File: src/rtl/mvu_pkg.sv
// Shared types for the MVU job dispatcher: descriptor, config broadcast, completion
// record and the per-MVU slot state.
package mvu_pkg;

   localparam int N      = 8;
   localparam int ADDR_W = 15;
   localparam int CNT_W  = 15;
   localparam int TAG_W  = 4;
   localparam int ID_W   = 4;
   localparam int IDX_W  = (N > 1) ? $clog2(N) : 1;
   localparam int BAD_ID = N;

   typedef enum logic [1:0] {
      S_IDLE = 2'd0,
      S_BUSY = 2'd1,
      S_PEND = 2'd2
   } slot_state_t;

   typedef struct packed {
      logic [3:0]        wprec;
      logic [3:0]        iprec;
      logic [3:0]        oprec;
      logic [ADDR_W-1:0] wbase;
      logic [ADDR_W-1:0] ibase;
      logic [ADDR_W-1:0] obase;
      logic [CNT_W-1:0]  countdown;
   } mvu_cfg_t;

   typedef struct packed {
      logic [ID_W-1:0]   id;
      logic [TAG_W-1:0]  tag;
      logic [3:0]        wprec;
      logic [3:0]        iprec;
      logic [3:0]        oprec;
      logic [ADDR_W-1:0] wbase;
      logic [ADDR_W-1:0] ibase;
      logic [ADDR_W-1:0] obase;
      logic [CNT_W-1:0]  countdown;
   } job_desc_t;

   typedef struct packed {
      logic [ID_W-1:0]  id;
      logic [TAG_W-1:0] tag;
      logic             err;
   } cpl_t;

endpackage

File: src/rtl/mvu_dispatch_slot.sv
// Tracks one MVU's job: IDLE -> BUSY (start issued) -> PEND (irq or timeout) -> IDLE
// (completion taken by the output register). Holds the job tag and the error flag.
module mvu_dispatch_slot
   import mvu_pkg::*;
#(
   parameter int TIMEOUT = 4096
) (
   input  logic             clk,
   input  logic             rst,
   input  logic             accept,
   input  logic             irq,
   input  logic             pop,
   input  logic [TAG_W-1:0] tag_in,
   output slot_state_t      state,
   output logic [TAG_W-1:0] tag,
   output logic             err,
   output logic             spurious_hit
);

   localparam int TMR_W = $clog2(TIMEOUT);
   localparam logic [TMR_W-1:0] TMR_LAST = TMR_W'(TIMEOUT - 1);

   slot_state_t      state_q;
   slot_state_t      state_d;
   logic [TMR_W-1:0] timer;
   logic             expire;

   assign expire = (timer == TMR_LAST);

   always_ff @(posedge clk) begin
      if (rst) state_q <= S_IDLE;
      else     state_q <= state_d;
   end

   always_comb begin
      state_d = state_q;
      case (state_q)
         S_IDLE:  if (accept)        state_d = S_BUSY;
         S_BUSY:  if (irq || expire) state_d = S_PEND;
         S_PEND:  if (pop)           state_d = S_IDLE;
         default:                    state_d = S_IDLE;
      endcase
   end

   always_comb begin
      state        = state_q;
      spurious_hit = irq && (state_q != S_BUSY);
   end

   // An irq arriving in the final timer cycle still counts as a clean finish.
   always_ff @(posedge clk) begin
      if (rst) begin
         timer <= '0;
         tag   <= '0;
         err   <= 1'b0;
      end else if (accept && (state_q == S_IDLE)) begin
         timer <= '0;
         tag   <= tag_in;
         err   <= 1'b0;
      end else if (state_q == S_BUSY) begin
         timer <= timer + 1'b1;
         if (!irq && expire) err <= 1'b1;
      end
   end

endmodule

File: src/rtl/mvu_job_dispatcher.sv
// Hardware initiator for the MVU array: accepts job descriptors, starts the target MVU,
// waits for its irq (or a timeout) and returns one completion per job.
module mvu_job_dispatcher
   import mvu_pkg::*;
#(
   parameter int TIMEOUT = 4096
) (
   input  logic             clk,
   input  logic             rst,
   input  logic             job_valid,
   output logic             job_ready,
   input  job_desc_t        job_desc,
   output logic [N-1:0]     mvu_start,
   output mvu_cfg_t         mvu_cfg,
   input  logic [N-1:0]     mvu_irq,
   output logic             cpl_valid,
   input  logic             cpl_ready,
   output logic [ID_W-1:0]  cpl_id,
   output logic [TAG_W-1:0] cpl_tag,
   output logic             cpl_err,
   output logic             spurious
);

   // Handshakes: a descriptor / completion moves on a clock edge where valid && ready.
   // job_ready is decoded from job_desc.id alone and never looks at job_valid;
   // the completion payload is held unchanged while cpl_valid && !cpl_ready.

   slot_state_t      slot_state [N];
   logic [TAG_W-1:0] slot_tag   [N];
   logic [N-1:0]     slot_err;
   logic [N-1:0]     slot_spur;
   logic [N-1:0]     slot_accept;
   logic [N-1:0]     slot_pop;
   logic [N-1:0]     slot_pend;

   logic             id_ok;
   logic [IDX_W-1:0] idx;
   logic             accept;
   logic             bad_pending;
   logic [TAG_W-1:0] bad_tag;
   logic             bad_pop;
   logic             pick_any;
   logic [IDX_W-1:0] pick_idx;
   logic             load_en;
   mvu_cfg_t         cfg_next;
   cpl_t             cpl_next;

   assign id_ok  = (int'(job_desc.id) < N);
   assign idx    = job_desc.id[IDX_W-1:0];
   assign accept = job_valid && job_ready;

   always_comb begin
      job_ready = 1'b0;
      if (!rst) begin
         if (id_ok) job_ready = (slot_state[idx] == S_IDLE);
         else       job_ready = !bad_pending;
      end
   end

   for (genvar i = 0; i < N; i++) begin : g_slot
      assign slot_accept[i] = accept && id_ok && (idx == IDX_W'(i));
      assign slot_pend[i]   = (slot_state[i] == S_PEND);

      mvu_dispatch_slot #(.TIMEOUT(TIMEOUT)) u_slot (
         .clk          (clk),
         .rst          (rst),
         .accept       (slot_accept[i]),
         .irq          (mvu_irq[i]),
         .pop          (slot_pop[i]),
         .tag_in       (job_desc.tag),
         .state        (slot_state[i]),
         .tag          (slot_tag[i]),
         .err          (slot_err[i]),
         .spurious_hit (slot_spur[i])
      );
   end

   // Lowest-index pending slot wins; the bad-id slot is only served when no MVU is pending.
   always_comb begin
      pick_any = 1'b0;
      pick_idx = '0;
      for (int i = N - 1; i >= 0; i--) begin
         if (slot_pend[i]) begin
            pick_any = 1'b1;
            pick_idx = IDX_W'(i);
         end
      end
   end

   assign load_en = !cpl_valid || cpl_ready;
   assign bad_pop = load_en && !pick_any && bad_pending;

   always_comb begin
      slot_pop = '0;
      if (load_en && pick_any) slot_pop[pick_idx] = 1'b1;
   end

   always_comb begin
      cpl_next = '0;
      if (pick_any) begin
         cpl_next.id  = ID_W'(pick_idx);
         cpl_next.tag = slot_tag[pick_idx];
         cpl_next.err = slot_err[pick_idx];
      end else begin
         cpl_next.id  = ID_W'(BAD_ID);
         cpl_next.tag = bad_tag;
         cpl_next.err = 1'b1;
      end
   end

   always_comb begin
      cfg_next           = '0;
      cfg_next.wprec     = job_desc.wprec;
      cfg_next.iprec     = job_desc.iprec;
      cfg_next.oprec     = job_desc.oprec;
      cfg_next.wbase     = job_desc.wbase;
      cfg_next.ibase     = job_desc.ibase;
      cfg_next.obase     = job_desc.obase;
      cfg_next.countdown = job_desc.countdown;
   end

   always_ff @(posedge clk) begin
      if (rst) begin
         mvu_start <= '0;
         mvu_cfg   <= '0;
      end else begin
         mvu_start <= slot_accept;
         mvu_cfg   <= (accept && id_ok) ? cfg_next : '0;
      end
   end

   // A bad-id job never reaches an MVU; it just parks here until its error completion goes out.
   always_ff @(posedge clk) begin
      if (rst) begin
         bad_pending <= 1'b0;
         bad_tag     <= '0;
      end else if (accept && !id_ok) begin
         bad_pending <= 1'b1;
         bad_tag     <= job_desc.tag;
      end else if (bad_pop) begin
         bad_pending <= 1'b0;
      end
   end

   always_ff @(posedge clk) begin
      if (rst) begin
         cpl_valid <= 1'b0;
         cpl_id    <= '0;
         cpl_tag   <= '0;
         cpl_err   <= 1'b0;
      end else if (load_en) begin
         cpl_valid <= pick_any || bad_pending;
         if (pick_any || bad_pending) begin
            cpl_id  <= cpl_next.id;
            cpl_tag <= cpl_next.tag;
            cpl_err <= cpl_next.err;
         end
      end
   end

   always_ff @(posedge clk) begin
      if (rst) spurious <= 1'b0;
      else     spurious <= spurious | (|slot_spur);
   end

endmodule

File: config.mk
export PLATFORM = sky130hd
export DESIGN_NAME = mvu_job_dispatcher
export DESIGN_NICKNAME = d
export VERILOG_FILES = /design/src/rtl/mvu_pkg.sv /design/src/rtl/mvu_dispatch_slot.sv /design/src/rtl/mvu_job_dispatcher.sv
export SDC_FILE = /design/constraint.sdc
export NUM_CORES = 1
export LEC_CHECK = 0
export ABC_AREA = 1
export CAP_MARGIN = 20
export CORE_MARGIN = 2
export CORE_UTILIZATION = 45
export DETAILED_ROUTE_END_ITERATION = 8
export GPL_TIMING_DRIVEN = 0
export PLACE_DENSITY = 0.7
export SLEW_MARGIN = 20
export SYNTH_ARGS = -nofsm -noshare
export SYNTH_HDL_FRONTEND = slang
export SYNTH_HIERARCHICAL = 1
export SYNTH_SLANG_ARGS = --single-unit
File: constraint.sdc
create_clock -name clk -period 2.6 [get_ports clk]
set_input_delay 0.78 -clock clk [delete_from_list [all_inputs] [get_ports clk]]
set_output_delay 0.78 -clock clk [all_outputs]
set_load 0.01 [all_outputs]
==> results.sh <==
export IMPL_period_minus_slack_ns=2.62
export IMPL_drt_drc_violations_left=0
export IMPL_vias_per_cell=4.77
export IMPL_crit_type="input port to output pin"
export IMPL_drt_initial_drc_count=656
export IMPL_synthXorXnorAreaFrac_pct=1.89
export IMPL_clk_pin_slew_ns=0.05
export IMPL_ys_top_cells_by_area="dfxtp_1 (45%), nand2_1 (12%), nor2_1 (8.9%), inv_1 (6.4%), nand3_1 (4.0%)"
export IMPL_fillers=2215
export IMPL_cts_root_buf="clkbuf_16"
export IMPL_synth_compound_area_share_pct=7.59
export IMPL_portBuffers=183
export IMPL_tightest_slew_ns=0.785
export IMPL_grt_overflow_total=0
export IMPL_ios=184
export IMPL_worstPathCellList="clkbuf_4, inv_2, nand2_4, nor2_2, nor2_1, o2111ai_2, nand3_2, nand2_2, inv_1, buf_2"
export IMPL_critPathRequiredTime_ns=1.82
export IMPL_synth_top_cell_area_share_pct=44.6
export IMPL_ys_seq_area_share_pct=44.6
export IMPL_skew_ns=0.0146
export IMPL_die_width_um=161
export IMPL_startpoint_type="input port"
export IMPL_firstDrtPassIters=5
export IMPL_ys_flop_type="dfxtp_1"
export IMPL_violations="setup timing"
export IMPL_max_slew_margin_rel_pct=47.2
export IMPL_crit_arrival_ns=1.84
export IMPL_ant_nets=0
export IMPL_max_stage_delay_ns=0.15
export IMPL_tritoncts="done"
export IMPL_dp_final_hpwl_mm=20.4
export IMPL_hold_violations=0
export IMPL_initial_core_util_pct=45.8
export IMPL_rows=57
export IMPL_status="finished, violations left"
export IMPL_total_leakage_power_nw=5.80
export IMPL_clk_path_buf_depth=3
export IMPL_dieHeight_um=161
export IMPL_layout_drive_gt1_share_pct=13.2
export IMPL_syn_instance_count=1514
export IMPL_finalWirelength_mm=27.4
export IMPL_synth_edf_count=0
export IMPL_cts_made_buffers=28
export IMPL_p_per_area_nw_per_um2=572
export IMPL_post_route_period_util_pct=101
export IMPL_sequentialPowerShare_pct=46.8
export IMPL_synth_fa_ha_area_share_pct=0.898
export IMPL_multi_input_area_um2=5190
export IMPL_areaGrowthSynthToFinish_pct=29.9
export IMPL_cp_slowest_cell="clkbuf_4"
export IMPL_synthesis_area_um2=11100
export IMPL_regArea_um2=4970
export IMPL_crit_buf_inv=4
export IMPL_grt_util_all_layers_pct=20.9
export IMPL_utilization_pct=59.5
export IMPL_ys_types=35
export IMPL_gp_congestion=0.941
export IMPL_crit_fanout=5
export IMPL_yosys_area_top_type="dfxtp_1"
export IMPL_ys_ff_latch=248
export IMPL_fin_tns_setup_ns=-0.0156
export IMPL_die_area_um2=26000
export IMPL_grt_pass1_vias=9586
export IMPL_antenna_found_initial=1
export IMPL_post_dp_cell_area_um2=13400
export IMPL_synth_simple_area_share_pct=35.4
export IMPL_synthMuxAreaShare_pct=0
export IMPL_critPathCaptureType="output pin"
export IMPL_max_cap_viol_count=0
export IMPL_grt_pass1_wl_mm=45.0
export IMPL_rsz0062_at_grt="yes"
export IMPL_ctsHoldBuffers=0
export IMPL_synth_top_family_by_area="simple AND/OR/NAND/NOR gates"
export IMPL_clock_fmax_mhz=382
export IMPL_swShare_pct=22.5
export IMPL_fin_nets=1836
export IMPL_fin_area_um2=14500
export IMPL_h_tree_depth=1
export IMPL_setup_viol=1
export IMPL_num_vias=9932
export IMPL_async_flop_share_pct=0
export IMPL_synth_warnings=6
export IMPL_switchingPower_w=0.00187
export IMPL_syn_area_per_cell_um2=7.36
export IMPL_synth_most_common_cell="nand2_1"
export IMPL_p_int_w=0.00641
export IMPL_hold_class="register to register"
export IMPL_worst_slack_ns=-0.0156
export IMPL_combPwrFrac_pct=6.6
export IMPL_slew_violations=0
export IMPL_synthesis_nets=1614
export IMPL_path_delay_family="simple AND/OR/NAND/NOR gates"
export IMPL_wl_per_cell_um=13.1
export IMPL_ir_drop_mv=0.572
export IMPL_fp_coreArea_um2=24300
export IMPL_power_w=0.00828
export IMPL_clock_power_share_pct=46.7
export IMPL_grt_max_degree=62
export IMPL_ys_top_cells_by_count="nand2_1 (352), nor2_1 (264), dfxtp_1 (248)"
export IMPL_cts_sinks=248
export IMPL_clkLatencyLatePin_ns=0.55
[metrics by stage]
step	hold slack [ns]	worst slack [ns]	std cells
2_1_floorplan	0.439	-0.00690	1514
3_3_place_gp	0.453	-2.61	2021
3_5_place_dp	0.458	-1.25	2021
4_1_cts	0.468	-0.0691	2076
5_1_grt	0.480	-0.0684	2082
6_report	0.463	-0.0156	2082
[cells by family (layout without fill, tap and decap cells)]
family,Yosys count,after routing
flops,248,248
fa+ha+maj,8,8
other cells,0,1
simple gates,839,839
buf+inv,254,497
xor+xnor,24,24
compound gates,141,141
[layout by cell type (no fill, tap or decap), types with 6 or more instances in the layout]
| cell | count |
|---|---|
| xor2_1 | 24 |
| nand3b_1 | 8 |
| clkbuf_16 | 28 |
| nor2_2 | 10 |
| clkbuf_1 | 19 |
| nand2_2 | 10 |
| ha_1 | 8 |
| clkdlybuf4s50_1 | 177 |
| o21bai_2 | 8 |
| inv_1 | 189 |
| inv_4 | 8 |
| o21bai_1 | 8 |
| nor2_4 | 39 |
| nand3_1 | 86 |
| buf_4 | 10 |
| clkbuf_8 | 7 |
| a21oi_2 | 16 |
| clkinv_2 | 6 |
| a21oi_1 | 80 |
| nand3_4 | 8 |
| buf_6 | 9 |
| inv_6 | 8 |
| nand2_1 | 351 |
| nand4_1 | 35 |
| or2_0 | 8 |
| inv_2 | 25 |
| nor2_1 | 256 |
| o21ai_0 | 23 |
| nand2_4 | 19 |
| dfxtp_1 | 244 |
[worst min-delay path, delay by kind of cell, from the launching register on]
kind            cells  cell delay (ns)
simple gates        1             0.06
compound gates      1             0.06
flops               1             0.30
[cell type report]
cell class	count	share of cell area, %
Clock buffer	42	5.69
Sequential cell	248	34.3
Tap cell	324	2.80
Multi-Input combinational cell	1012	35.9
Buffer	23	1.11
Timing Repair Buffer	192	13.0
Antenna cell	1	0.0173
Clock inverter	9	0.700
Inverter	231	6.41
[metal layers]
layer | vias to the layer above | part of all wire, % | global-route usage (%)
li1 | 5144 | - | -
met4 | 0 | 2.2 | 5.60
met5 | - | 0 | 0
met1 | 4472 | 41 | 24.6
met2 | 275 | 48 | 36.9
met3 | 41 | 8.0 | 6.19
[state kept, by name, summed over array words and instances, names as in the netlist, 4 cells and up]
register / count
bad_tag: 4
cpl_id: 4
cpl_tag: 4
g_slot.u_slot/err: 8
g_slot.u_slot/state: 16
g_slot.u_slot/tag: 32
g_slot.u_slot/timer: 96
mvu_cfg: 72
mvu_start: 8
[worst paths after layout]
| path | startpoint | to | slack (ns) | depth (start not counted) |
|---|---|---|---|---|
| setup / recovery | job_desc[77] | job_ready | -0.02 | 10 |
| hold / removal | bad_tag[1] | bad_tag[1] | 0.46 | 2 |
| setup reg to reg | g_slot[1].u_slot/state[1] | g_slot[0].u_slot/timer[6] | 0.11 | 17 |
| hold reg to reg | bad_tag[1] | bad_tag[1] | 0.46 | 2 |
[repair_timing]
action | 4_1_cts | 5_1_grt
cloned | 0 | 0
pin swaps | 4 | 4
buffers inserted | 4 | 5
resized for setup | 30 | 12
setup endpoints to repair | 146 | 85
[power groups by stage]
stage | combinational [W] | clock (W) | sequential, W
6_report | 0.000543 | 0.00386 | 0.00387
3_3_place_gp | 0.000529 | 0 | 0.00395
4_1_cts | 0.000539 | 0.00397 | 0.00387
2_1_floorplan | 0.000192 | 0 | 0.00397
5_1_grt | 0.000592 | 0.00411 | 0.00387
3_5_place_dp | 0.000528 | 0 | 0.00395
Power figures use the tool's default switching activity.
